### src/rtl/filter_output_fifo_pkg.sv
// -----------------------------------------------------------------------------
// filter_output_fifo_pkg
// Purpose : Constants shared between the filter core and its output FIFO.
//           Holds the native filtered-sample width, the default FIFO geometry
//           and the FIR/IIR mode encoding that travels with every sample.
// Contents: FILTER_DATA_W      width of one filtered sample
//           FIFO_DEPTH_DEFAULT default number of FIFO entries
//           DROP_CNT_W_DEFAULT default width of the drop counter
//           filter_mode_e      mode bit encoding (1 = FIR, 0 = IIR)
// -----------------------------------------------------------------------------
package filter_output_fifo_pkg;

   localparam int FILTER_DATA_W      = 8;
   localparam int FIFO_DEPTH_DEFAULT = 8;
   localparam int DROP_CNT_W_DEFAULT = 8;

   // The filter control bit that produced a sample is stored with that sample.
   typedef enum logic {
      MODE_IIR = 1'b0,
      MODE_FIR = 1'b1
   } filter_mode_e;

endpackage

### src/rtl/filter_output_fifo_if.sv
// -----------------------------------------------------------------------------
// filter_output_fifo_if
// Purpose : Bundles the producer side (sample_en/data_in/mode_in/flush), the
//           consumer handshake (out_valid/out_ready/out_data/out_mode) and the
//           status outputs (level/full/empty/drop_count) of the filter output
//           FIFO into one interface.
// Modports: slave  - the FIFO itself (receives samples, drives head/status)
//           master - whoever feeds samples and drains the FIFO
// Params  : DATA_W sample width, DEPTH entries (power of two, >= 2),
//           CNT_W drop counter width; AW is derived from DEPTH.
// -----------------------------------------------------------------------------
interface filter_output_fifo_if
   import filter_output_fifo_pkg::*;
#(
   parameter int DATA_W = FILTER_DATA_W,
   parameter int DEPTH  = FIFO_DEPTH_DEFAULT,
   parameter int CNT_W  = DROP_CNT_W_DEFAULT
);

   localparam int AW = $clog2(DEPTH);

   logic              sample_en;
   logic [DATA_W-1:0] data_in;
   logic              mode_in;
   logic              flush;
   logic              out_valid;
   logic              out_ready;
   logic [DATA_W-1:0] out_data;
   logic              out_mode;
   logic [AW:0]       level;
   logic              full;
   logic              empty;
   logic [CNT_W-1:0]  drop_count;

   modport slave (
      input  sample_en, data_in, mode_in, flush, out_ready,
      output out_valid, out_data, out_mode, level, full, empty, drop_count
   );

   modport master (
      output sample_en, data_in, mode_in, flush, out_ready,
      input  out_valid, out_data, out_mode, level, full, empty, drop_count
   );

endinterface

### src/rtl/filter_output_fifo_ram_2p.sv
// -----------------------------------------------------------------------------
// fifo_ram_2p
// Purpose : Storage array for the filter output FIFO. DEPTH words of WIDTH
//           bits, one synchronous write port and one combinational read port
//           so the head word is visible in the same cycle it is addressed.
//           The array has no reset; its contents are meaningless until written.
// Ports   : clock  rising-edge clock
//           we     write enable
//           waddr  write address
//           wdata  write data
//           raddr  read address
//           rdata  read data (combinational)
// -----------------------------------------------------------------------------
module fifo_ram_2p
   import filter_output_fifo_pkg::*;
#(
   parameter  int WIDTH = FILTER_DATA_W + 1,
   parameter  int DEPTH = FIFO_DEPTH_DEFAULT,
   localparam int AW    = $clog2(DEPTH)
) (
   input  logic             clock,
   input  logic             we,
   input  logic [AW-1:0]    waddr,
   input  logic [WIDTH-1:0] wdata,
   input  logic [AW-1:0]    raddr,
   output logic [WIDTH-1:0] rdata
);

   logic [WIDTH-1:0] mem [DEPTH];

   // Plain register-file write; deliberately left without a reset so it maps
   // onto cheap storage. Validity of entries is tracked by the FIFO level.
   always_ff @(posedge clock) begin
      if (we) begin
         mem[waddr] <= wdata;
      end
   end

   assign rdata = mem[raddr];

endmodule

### src/rtl/filter_output_fifo.sv
// -----------------------------------------------------------------------------
// filter_output_fifo
// Purpose : Output stage of the reconfigurable FIR/IIR filter. Captures each
//           filtered sample together with its FIR/IIR mode bit, buffers it in
//           a first-word-fall-through FIFO and drains it over valid/ready.
//           Samples arriving while the FIFO is full (and nothing leaves in the
//           same cycle) are discarded and counted in a saturating counter.
// Ports   : clock  rising-edge clock
//           reset  asynchronous, active-low reset
//           bus    filter_output_fifo_if.slave:
//                  sample_en/data_in/mode_in  incoming sample
//                  flush                      synchronous clear of contents
//                  out_valid/out_ready        consumer handshake
//                  out_data/out_mode          head entry (0 while empty)
//                  level/full/empty           fill status from registered level
//                  drop_count                 saturating count of dropped samples
// -----------------------------------------------------------------------------
module filter_output_fifo
   import filter_output_fifo_pkg::*;
#(
   parameter int DATA_W = FILTER_DATA_W,
   parameter int DEPTH  = FIFO_DEPTH_DEFAULT,
   parameter int CNT_W  = DROP_CNT_W_DEFAULT
) (
   input logic                 clock,
   input logic                 reset,
   filter_output_fifo_if.slave bus
);

   localparam int                AW         = $clog2(DEPTH);
   localparam logic [AW:0]       LEVEL_FULL = (AW+1)'(DEPTH);
   localparam logic [CNT_W-1:0]  DROP_MAX   = '1;

   logic [AW-1:0]    wr_ptr;
   logic [AW-1:0]    rd_ptr;
   logic [AW:0]      level_q;
   logic [CNT_W-1:0] drop_q;
   logic             full_w;
   logic             empty_w;
   logic             pop;
   logic             push;
   logic             drop;
   logic             ram_we;
   logic [DATA_W:0]  wr_word;
   logic [DATA_W:0]  rd_word;

   // Status comes only from the registered level so full/empty/out_valid never
   // ripple combinationally from this cycle's inputs. A pop frees a slot in the
   // same cycle, which is why a push into a full FIFO is allowed alongside a pop.
   assign full_w  = (level_q == LEVEL_FULL);
   assign empty_w = (level_q == '0);
   assign pop     = !empty_w && bus.out_ready;
   assign push    = bus.sample_en && (!full_w || pop);
   assign drop    = bus.sample_en && full_w && !pop && !bus.flush;
   assign ram_we  = push && !bus.flush;
   assign wr_word = {bus.mode_in, bus.data_in};

   fifo_ram_2p #(
      .WIDTH (DATA_W + 1),
      .DEPTH (DEPTH)
   ) u_ram (
      .clock (clock),
      .we    (ram_we),
      .waddr (wr_ptr),
      .wdata (wr_word),
      .raddr (rd_ptr),
      .rdata (rd_word)
   );

   // Pointer and level bookkeeping. Flush wins over any same-cycle push or pop.
   // Pointers wrap naturally because DEPTH is a power of two; the extra level
   // bit is what distinguishes full from empty when the pointers coincide.
   always_ff @(posedge clock or negedge reset) begin
      if (!reset) begin
         wr_ptr  <= '0;
         rd_ptr  <= '0;
         level_q <= '0;
      end else if (bus.flush) begin
         wr_ptr  <= '0;
         rd_ptr  <= '0;
         level_q <= '0;
      end else begin
         if (push) begin
            wr_ptr <= wr_ptr + AW'(1);
         end
         if (pop) begin
            rd_ptr <= rd_ptr + AW'(1);
         end
         unique case ({push, pop})
            2'b10:   level_q <= level_q + (AW+1)'(1);
            2'b01:   level_q <= level_q - (AW+1)'(1);
            default: level_q <= level_q;
         endcase
      end
   end

   // Drop counter survives flush and only clears on reset. It sticks at its
   // maximum so a long overflow burst still reads as "lots" rather than wrapping.
   always_ff @(posedge clock or negedge reset) begin
      if (!reset) begin
         drop_q <= '0;
      end else if (drop && (drop_q != DROP_MAX)) begin
         drop_q <= drop_q + CNT_W'(1);
      end
   end

   // The array is not reset, so the head is masked to zero whenever the FIFO is
   // empty; that keeps out_data/out_mode at 0 after reset and after flush.
   assign bus.out_valid  = !empty_w;
   assign bus.out_data   = empty_w ? '0 : rd_word[DATA_W-1:0];
   assign bus.out_mode   = empty_w ? 1'b0 : rd_word[DATA_W];
   assign bus.level      = level_q;
   assign bus.full       = full_w;
   assign bus.empty      = empty_w;
   assign bus.drop_count = drop_q;

endmodule

### src/flat_wrapper.sv
// flat-port wrapper written by rule: the top's interface ports become plain ports
module filter_output_fifo_flat import filter_output_fifo_pkg::*;
#(
   parameter int DATA_W = FILTER_DATA_W,
   parameter int DEPTH  = FIFO_DEPTH_DEFAULT,
   parameter int CNT_W  = DROP_CNT_W_DEFAULT
)
  (clock, reset, bus_sample_en, bus_data_in, bus_mode_in, bus_flush, bus_out_ready, bus_out_valid, bus_out_data, bus_out_mode, bus_level, bus_full, bus_empty, bus_drop_count);
  filter_output_fifo_if #(.DATA_W(DATA_W), .DEPTH(DEPTH), .CNT_W(CNT_W)) bus_i ();
  input logic clock;
  input logic reset;
  input wire logic [$bits(bus_i.sample_en)-1:0] bus_sample_en;
  input wire logic [$bits(bus_i.data_in)-1:0] bus_data_in;
  input wire logic [$bits(bus_i.mode_in)-1:0] bus_mode_in;
  input wire logic [$bits(bus_i.flush)-1:0] bus_flush;
  input wire logic [$bits(bus_i.out_ready)-1:0] bus_out_ready;
  output wire logic [$bits(bus_i.out_valid)-1:0] bus_out_valid;
  output wire logic [$bits(bus_i.out_data)-1:0] bus_out_data;
  output wire logic [$bits(bus_i.out_mode)-1:0] bus_out_mode;
  output wire logic [$bits(bus_i.level)-1:0] bus_level;
  output wire logic [$bits(bus_i.full)-1:0] bus_full;
  output wire logic [$bits(bus_i.empty)-1:0] bus_empty;
  output wire logic [$bits(bus_i.drop_count)-1:0] bus_drop_count;
  assign bus_i.sample_en = bus_sample_en;
  assign bus_i.data_in = bus_data_in;
  assign bus_i.mode_in = bus_mode_in;
  assign bus_i.flush = bus_flush;
  assign bus_i.out_ready = bus_out_ready;
  assign bus_out_valid = bus_i.out_valid;
  assign bus_out_data = bus_i.out_data;
  assign bus_out_mode = bus_i.out_mode;
  assign bus_level = bus_i.level;
  assign bus_full = bus_i.full;
  assign bus_empty = bus_i.empty;
  assign bus_drop_count = bus_i.drop_count;
  filter_output_fifo #(.DATA_W(DATA_W), .DEPTH(DEPTH), .CNT_W(CNT_W)) u_core (.clock(clock), .reset(reset), .bus(bus_i));
endmodule
### config.mk
export PLATFORM = sky130hd
export DESIGN_NAME = filter_output_fifo_flat
export DESIGN_NICKNAME = d
export VERILOG_FILES = /design/src/rtl/filter_output_fifo_pkg.sv /design/src/rtl/filter_output_fifo_if.sv /design/src/rtl/filter_output_fifo_ram_2p.sv /design/src/rtl/filter_output_fifo.sv /design/src/flat_wrapper.sv
export SDC_FILE = /design/constraint.sdc
export NUM_CORES = 1
export LEC_CHECK = 0
export BUFFER_PORTS_ARGS = -buffer_cell sky130_fd_sc_hd__buf_2
export CAP_MARGIN = 20
export CORE_ASPECT_RATIO = 1.1
export CORE_MARGIN = 8
export CORE_UTILIZATION = 42
export CTS_BUF_LIST = sky130_fd_sc_hd__clkbuf_16
export DETAILED_ROUTE_END_ITERATION = 16
export SYNTH_ARGS = -nofsm -noshare
export SYNTH_HDL_FRONTEND = slang
export SYNTH_SLANG_ARGS = --single-unit
### constraint.sdc
create_clock -name clock -period 3.4 [get_ports clock]
set_clock_uncertainty 0.05 [all_clocks]
set_input_delay 0.34 -clock clock [delete_from_list [all_inputs] [get_ports clock]]
set_output_delay 0.34 -clock clock [all_outputs]
set_load 0.01 [all_outputs]
-- Yosys cells after proc, flatten, opt, wreduce, memory -nomap -nowiden
Memory sizes are Yosys's and may differ from the RTL's.
Cells that the tools add are included.
- register bits after elaboration: 18
- RAM bits: 72
- output and inout port bits: 24
- logic and storage cells: 40
- memories kept: 1
- memories (name ; depth ; bits a word ; rd ports ; clocked after Yosys merged registers in ; wr ports ; line ; text):
    u_core.u_ram.mem ; 8 ; 9 ; 1 ; 0 ; 1 ; filter_output_fifo_ram_2p.sv:29 ; logic [WIDTH-1:0] mem [DEPTH];
- add/subtract/negate cells: 5
- equal/unequal tests: 4
- muxes and demuxes: 10
- reductions and logical operators: 16
- operator list (cell ; count):
    2-to-1 mux 3 bit ; 4
    adder 8 x 1 -> 8 bit, second input constant ; 1
    2-to-1 mux 8 bit ; 1
    != test 8 bit, second input constant ; 1
    one-hot mux 4 bit (2 select lines) ; 1
    logical AND 1 bit ; 7
    adder 3 x 1 -> 3 bit, second input constant ; 2
    adder 4 x 1 -> 4 bit, second input constant ; 1
    == test 4 bit, second input constant ; 1
    logical NOT 1 bit ; 4
    logical NOT 4 bit ; 1
    2-to-1 mux 4 bit ; 1
    nonzero test 2 bit ; 2
    subtractor 4 x 1 -> 4 bit, second input constant ; 1
    2-to-1 mux 1 bit ; 3
    nonzero test 3 bit ; 1
    == test 2 x 1 -> 1 bit, second input constant ; 1
    == test 2 bit, second input constant ; 1
    logical OR 1 bit ; 1

-- Logic depth before layout (Yosys ltp)
- depth after elaboration: 8
- gate-level depth with buffers: 8
- depth with buffers taken out: 7

-- By module
From an unflattened synthesis, not the netlist that was laid out.
- cells, all modules: 223
- area, all modules: 3932.5 sq um
- modules (own cells, without submodules) (module ; instances ; cells an instance ; area an instance (sq um)):
    fifo_ram_2p ; 1 ; 117 ; 2839.0
    filter_output_fifo ; 1 ; 106 ; 1093.5

-- Least setup slack after synthesis
OpenSTA, ideal clock, no wires.
- kind: input port to flip-flop
- start point: input port bus_out_ready
- end point: memory u_core.u_ram.mem[1][0] in the netlist's numbering (enable)
- setup time: 0.387 ns
- arrival time: 2.022 ns
- setup slack: 0.942 ns
- cell stages on the path: 4
- cells stage by stage: clkbuf_1 > o21ai_2 > or3b_2 > nor3_1
- word-level cells in the longest chain between the ends: 6
- RTL lines (item ; line ; text):
    start: declaration ; flat_wrapper.sv:16 ; input wire logic [$bits(bus_i.out_ready)-1:0] bus_out_ready;
    logical AND 1 bit ; filter_output_fifo.sv:52 ; assign pop = !empty_w && bus.out_ready;
    logical OR 1 bit ; filter_output_fifo.sv:53 ; assign push = bus.sample_en && (!full_w || pop);
    logical AND 1 bit ; filter_output_fifo.sv:53 ;
    logical AND 1 bit ; filter_output_fifo.sv:55 ; assign ram_we = push && !bus.flush;
    2-to-1 mux 1 bit ; filter_output_fifo_ram_2p.sv:34 ; if (we) begin
    2-to-1 mux 1 bit (implied by the code) ; filter_output_fifo_ram_2p.sv:35 ; mem[waddr] <= wdata;
    end: declaration ; filter_output_fifo_ram_2p.sv:29 ;
Every way passes these cells.

-- Final worst setup path
- start point: register u_core.level_q[1], in the netlist u_core.bus.level[1]
- end point: memory u_core.u_ram.mem[0][7] in the netlist's numbering (enable)
- word-level cells in the longest chain between the ends: 8
- elaborated cells on any way between the ends: 10
- RTL lines (item ; line ; text):
    start: declaration ; filter_output_fifo.sv:36 ; logic [AW:0] level_q;
    start signal: assignment ; filter_output_fifo.sv:90 ; 2'b10: level_q <= level_q + (AW+1)'(1);
    start signal: assignment ; filter_output_fifo.sv:91 ; 2'b01: level_q <= level_q - (AW+1)'(1);
    start signal: assignment ; filter_output_fifo.sv:92 ; default: level_q <= level_q;
    logical NOT 4 bit ; filter_output_fifo.sv:51 ; assign empty_w = (level_q == '0);
    logical NOT 1 bit ; filter_output_fifo.sv:52 ;
    logical AND 1 bit ; filter_output_fifo.sv:52 ;
    logical OR 1 bit * ; filter_output_fifo.sv:53 ;
    logical AND 1 bit * ; filter_output_fifo.sv:53 ;
    logical AND 1 bit * ; filter_output_fifo.sv:55 ;
    2-to-1 mux 1 bit * ; filter_output_fifo_ram_2p.sv:34 ;
    2-to-1 mux 1 bit (implied by the code) * ; filter_output_fifo_ram_2p.sv:35 ;
Every way passes the cells marked *; elsewhere a longest branch is shown, timed or not.

==> metrics.md <==
| Metric | Value |
|---|---|
| Status | complete, no violations |
| Antenna-violating nets left | 0 |
| Min-delay src | bus_data_in[3] |
| CTS tree | built |
| Routed vias | 2,065 |
| Leading area contributor after synthesis | edfxtp_1 |
| Number of placed I/O pins | 38 |
| Required @ worst endpoint | 3390 ps |
| Worst-path fanout max | 11 |
| YS warnings | 0 |
| Worst EP arrival | 2540 ps |
| Iter 0 DRT Violations | 91 |
| Top delay family on crit path | simple AND/OR/NAND/NOR gates |
| Worst stage delay on the critical path | 660 ps |
| DRT Pass-1 Iters | 4 |
| Hold EP | u_core.u_ram.mem[0][3] |
| CTS Buffer Depth | 2 |
| Setup Buffers After CTS | 0 |
| Mapped Area | 3860 um2 |
| Core Region | 8920 um2 |
| Worst path slowest cell | nor3_1 |
| FF-to-FF Start | u_core.bus.level[1] |
| Final Hold Vio Count | 0 |
| Cell Rows | 36 |
| Largest cells by area after synthesis | edfxtp_1 (56%), dfrtp_1 (12%), mux4_2 (10%) |
| R2R Path End | u_core.u_ram.mem[0][7] |
| CTS H-tree lvls | 3 |
| Number of global-route vias before repair | 2,169 |
| Input/output buffers | 37 |
| Worst hold path type | input pin to flop |
| Finished Core Util | 50.4% |
| Die area | 12,500 um2 |
| RSZ-0062 raised after global routing | no |
| Design Area, Final | 4490 um2 |
| Non-Filler Instances | 390 |
| DRC Markers | 0 |
| Drt wl/cell | 18.6 um |
| Crit Path Category | flop to flop |
| Max-cap viol count | 0 |
| All-Layer GR Usage | 12.3% |
| Asr flop ratio synth | 20.0% |
| Overall routed net length | 7260 um |
| P&R area growth vs syn | 16.4% |
| Startpoint types | flop |
| Slew @ Worst Pin | 924 ps |
| Max-slew violations | 0 |
| Number of synthesized flops with an enable pin | 72 |
| Initial antenna violation count | 0 |
| Vertical die dimension | 117 um |
| Seq/Total Area, Yosys | 67.6% |
| CP Capture Type | flop |
| Die X | 107 um |
| Largest net degree at the start of global routing | 21 |
| CTS resizes | 0 |
| Fin crit share | 75.0% |
| Share of cells above drive strength 1 | 33.3% |
| Placed standard-cell area | 4190 um2 |
| Setup TNS Final | 0 ps |
| Synth Area per Inst | 17.2 um2 |
| Fmax | 0.392 GHz |
| Minimum hold slack | 242 ps |
| Crit-path cells | or4b_4 > o21ai_2 > or3_1 > nor3_1 > buf_4 |
| Syn nets | 244 |
| Root buffer cell | clkbuf_16 |
| Top_reg_cell synth | edfxtp_1 |
| Library cells used by synthesis | 44 |
| Fin nets | 290 |
| GPL Wtd Cong | 0.733 |
| Worst Reg-to-Reg Cells | 5 |
| Rel. slew slack | 38.4% |
| Vias per cell | 5.29 |
| GRT Residual Overflow | 0 |
| Hold bufs inserted after CTS | 1 |
| Clock latency on the worst-skew pair | 330 ps |
| Cells after DPL | 373 |
| R2R setup slack | 850 ps |
| Static leakage | 1.66 nW |
| Min Clock Period, post-route | 2550 ps |
| Share of the synthesized area in the top cell type | 56.0% |
| Seq cells post-synth | 90 |
| Peak VDD IR | 0.000321 V |
| Clock transition at path regs | 60 ps |
| Clock Sinks | 90 |
| ANT cells | 0 |
| WHS Path Cells | 1 |
| WP buf/inv | 1 |
| Initial Utilization | 43.3% |
| Pwr dens | 681 nW/um2 |
| Inserted Clock Buffers | 9 |
| Syn Inst Count | 225 |
| HPWL Detailed | 4860 um |
| First-pass GRT wire length | 11,500 um |
| Final setup viols | 0 |
[report_power, final]
| part | leakage (nW) | internal (mW) | total, mW | switching (mW) |
|---|---|---|---|---|
| registers | 0.892 | 1.24 | 1.32 | 0.0825 |
| clock network | 0.143 | 0.568 | 0.963 | 0.395 |
| logic | 0.624 | 0.370 | 0.775 | 0.406 |
| total | 1.66 | 2.18 | 3.06 | 0.883 |
[placed cells by master, fill, tap and decap left out, types with 2 or more instances in the layout]
| cell | count |
|---|---|
| edfxtp_1 | 72 |
| buf_2 | 37 |
| nor2_1 | 29 |
| mux4_2 | 18 |
| dfrtp_1 | 18 |
| mux2i_1 | 11 |
| clkbuf_16 | 9 |
| xor2_1 | 8 |
| buf_4 | 8 |
| xnor2_1 | 5 |
| ha_1 | 5 |
| nand2_1 | 4 |
| nor3_1 | 4 |
| nand3_1 | 4 |
| nor3_2 | 4 |
| o21ai_0 | 3 |
| clkinv_4 | 2 |
| nand2b_1 | 2 |
| a21oi_1 | 2 |
| a31oi_1 | 2 |
| clkinv_2 | 2 |
[stage by stage]
stage | setup WS (ps) | power (mW)
global placement | 900 | 2.13
detailed placement | 805 | 2.14
floorplan | 942 | 1.91
global route | 660 | 3.22
CTS | 796 | 3.10
finish | 851 | 3.06
[sequential cells by signal (all words and copies together), names as in the netlist]
register / flops
u_core.bus.drop_count: 8
u_core.bus.level: 4
u_core.rd_ptr: 3
u_core.u_ram.mem: 72
u_core.wr_ptr: 3
[how the worst max path moves through the flow]
stage | startpoint | to | slack (ps) | depth (start not counted)
after floorplan | bus_out_ready | u_core.u_ram.mem[1][0] | 940 | 4
after global placement | u_core.bus.level[1] | u_core.u_ram.mem[0][6] | 900 | 5
after detailed placement | u_core.bus.level[1] | u_core.u_ram.mem[0][7] | 810 | 5
after CTS | u_core.bus.level[1] | u_core.u_ram.mem[0][7] | 800 | 5
after global routing | u_core.bus.level[0] | u_core.u_ram.mem[0][6] | 660 | 5
final | u_core.bus.level[1] | u_core.u_ram.mem[0][7] | 850 | 5
[metal layers]
metal	share of wire [%]	GRT usage (%)
met3	4.5	2.87
met4	1.1	4.72
met2	48	20.0
met1	47	15.6
met5	0	0
[worst reg2reg max path: cells and delay by family (launching register included)]
kind	cells	cell delay, ps
AOI/OAI and AO/OA	1	90
buffers and inverters	1	270
and+or+nand+nor	3	1290
DFF	1	570
[Yosys cell counts, types with 2 or more instances]
library cell / n
mux4_2: 18
edfxtp_1: 72
clkbuf_1: 4
nor3_2: 4
xor2_1: 8
nor2_1: 29
nand2b_1: 2
mux2i_1: 11
buf_2: 3
ha_1: 5
o21ai_0: 3
nor3_1: 4
a31oi_1: 2
buf_4: 2
xnor2_1: 5
nand3_1: 4
dfrtp_1: 18
nand2_1: 4
a21oi_1: 2
[final cells by class]
type	instances	area, um2
clock buffers	9	225
clock inverters	7	68.8
fillers	763	4420
inverters	3	16.3
multi-input cells	121	1170
flip-flops and latches	90	2610
well taps	114	143
repair buffers	46	255
[logic make-up (layout without fill, tap and decap cells)]
kind of cell | after synthesis | in the layout | synth area share [%]
AOI/OAI and AO/OA | 15 | 15 | 3.86
xor gates and xnor gates | 13 | 13 | 2.95
adders and majority gates | 5 | 5 | 1.62
buffers and inverters | 14 | 65 | 1.98
DFF | 90 | 90 | 67.6
muxes | 31 | 31 | 14.0
and+or+nand+nor | 57 | 57 | 7.94
Power figures use the tool's default switching activity.
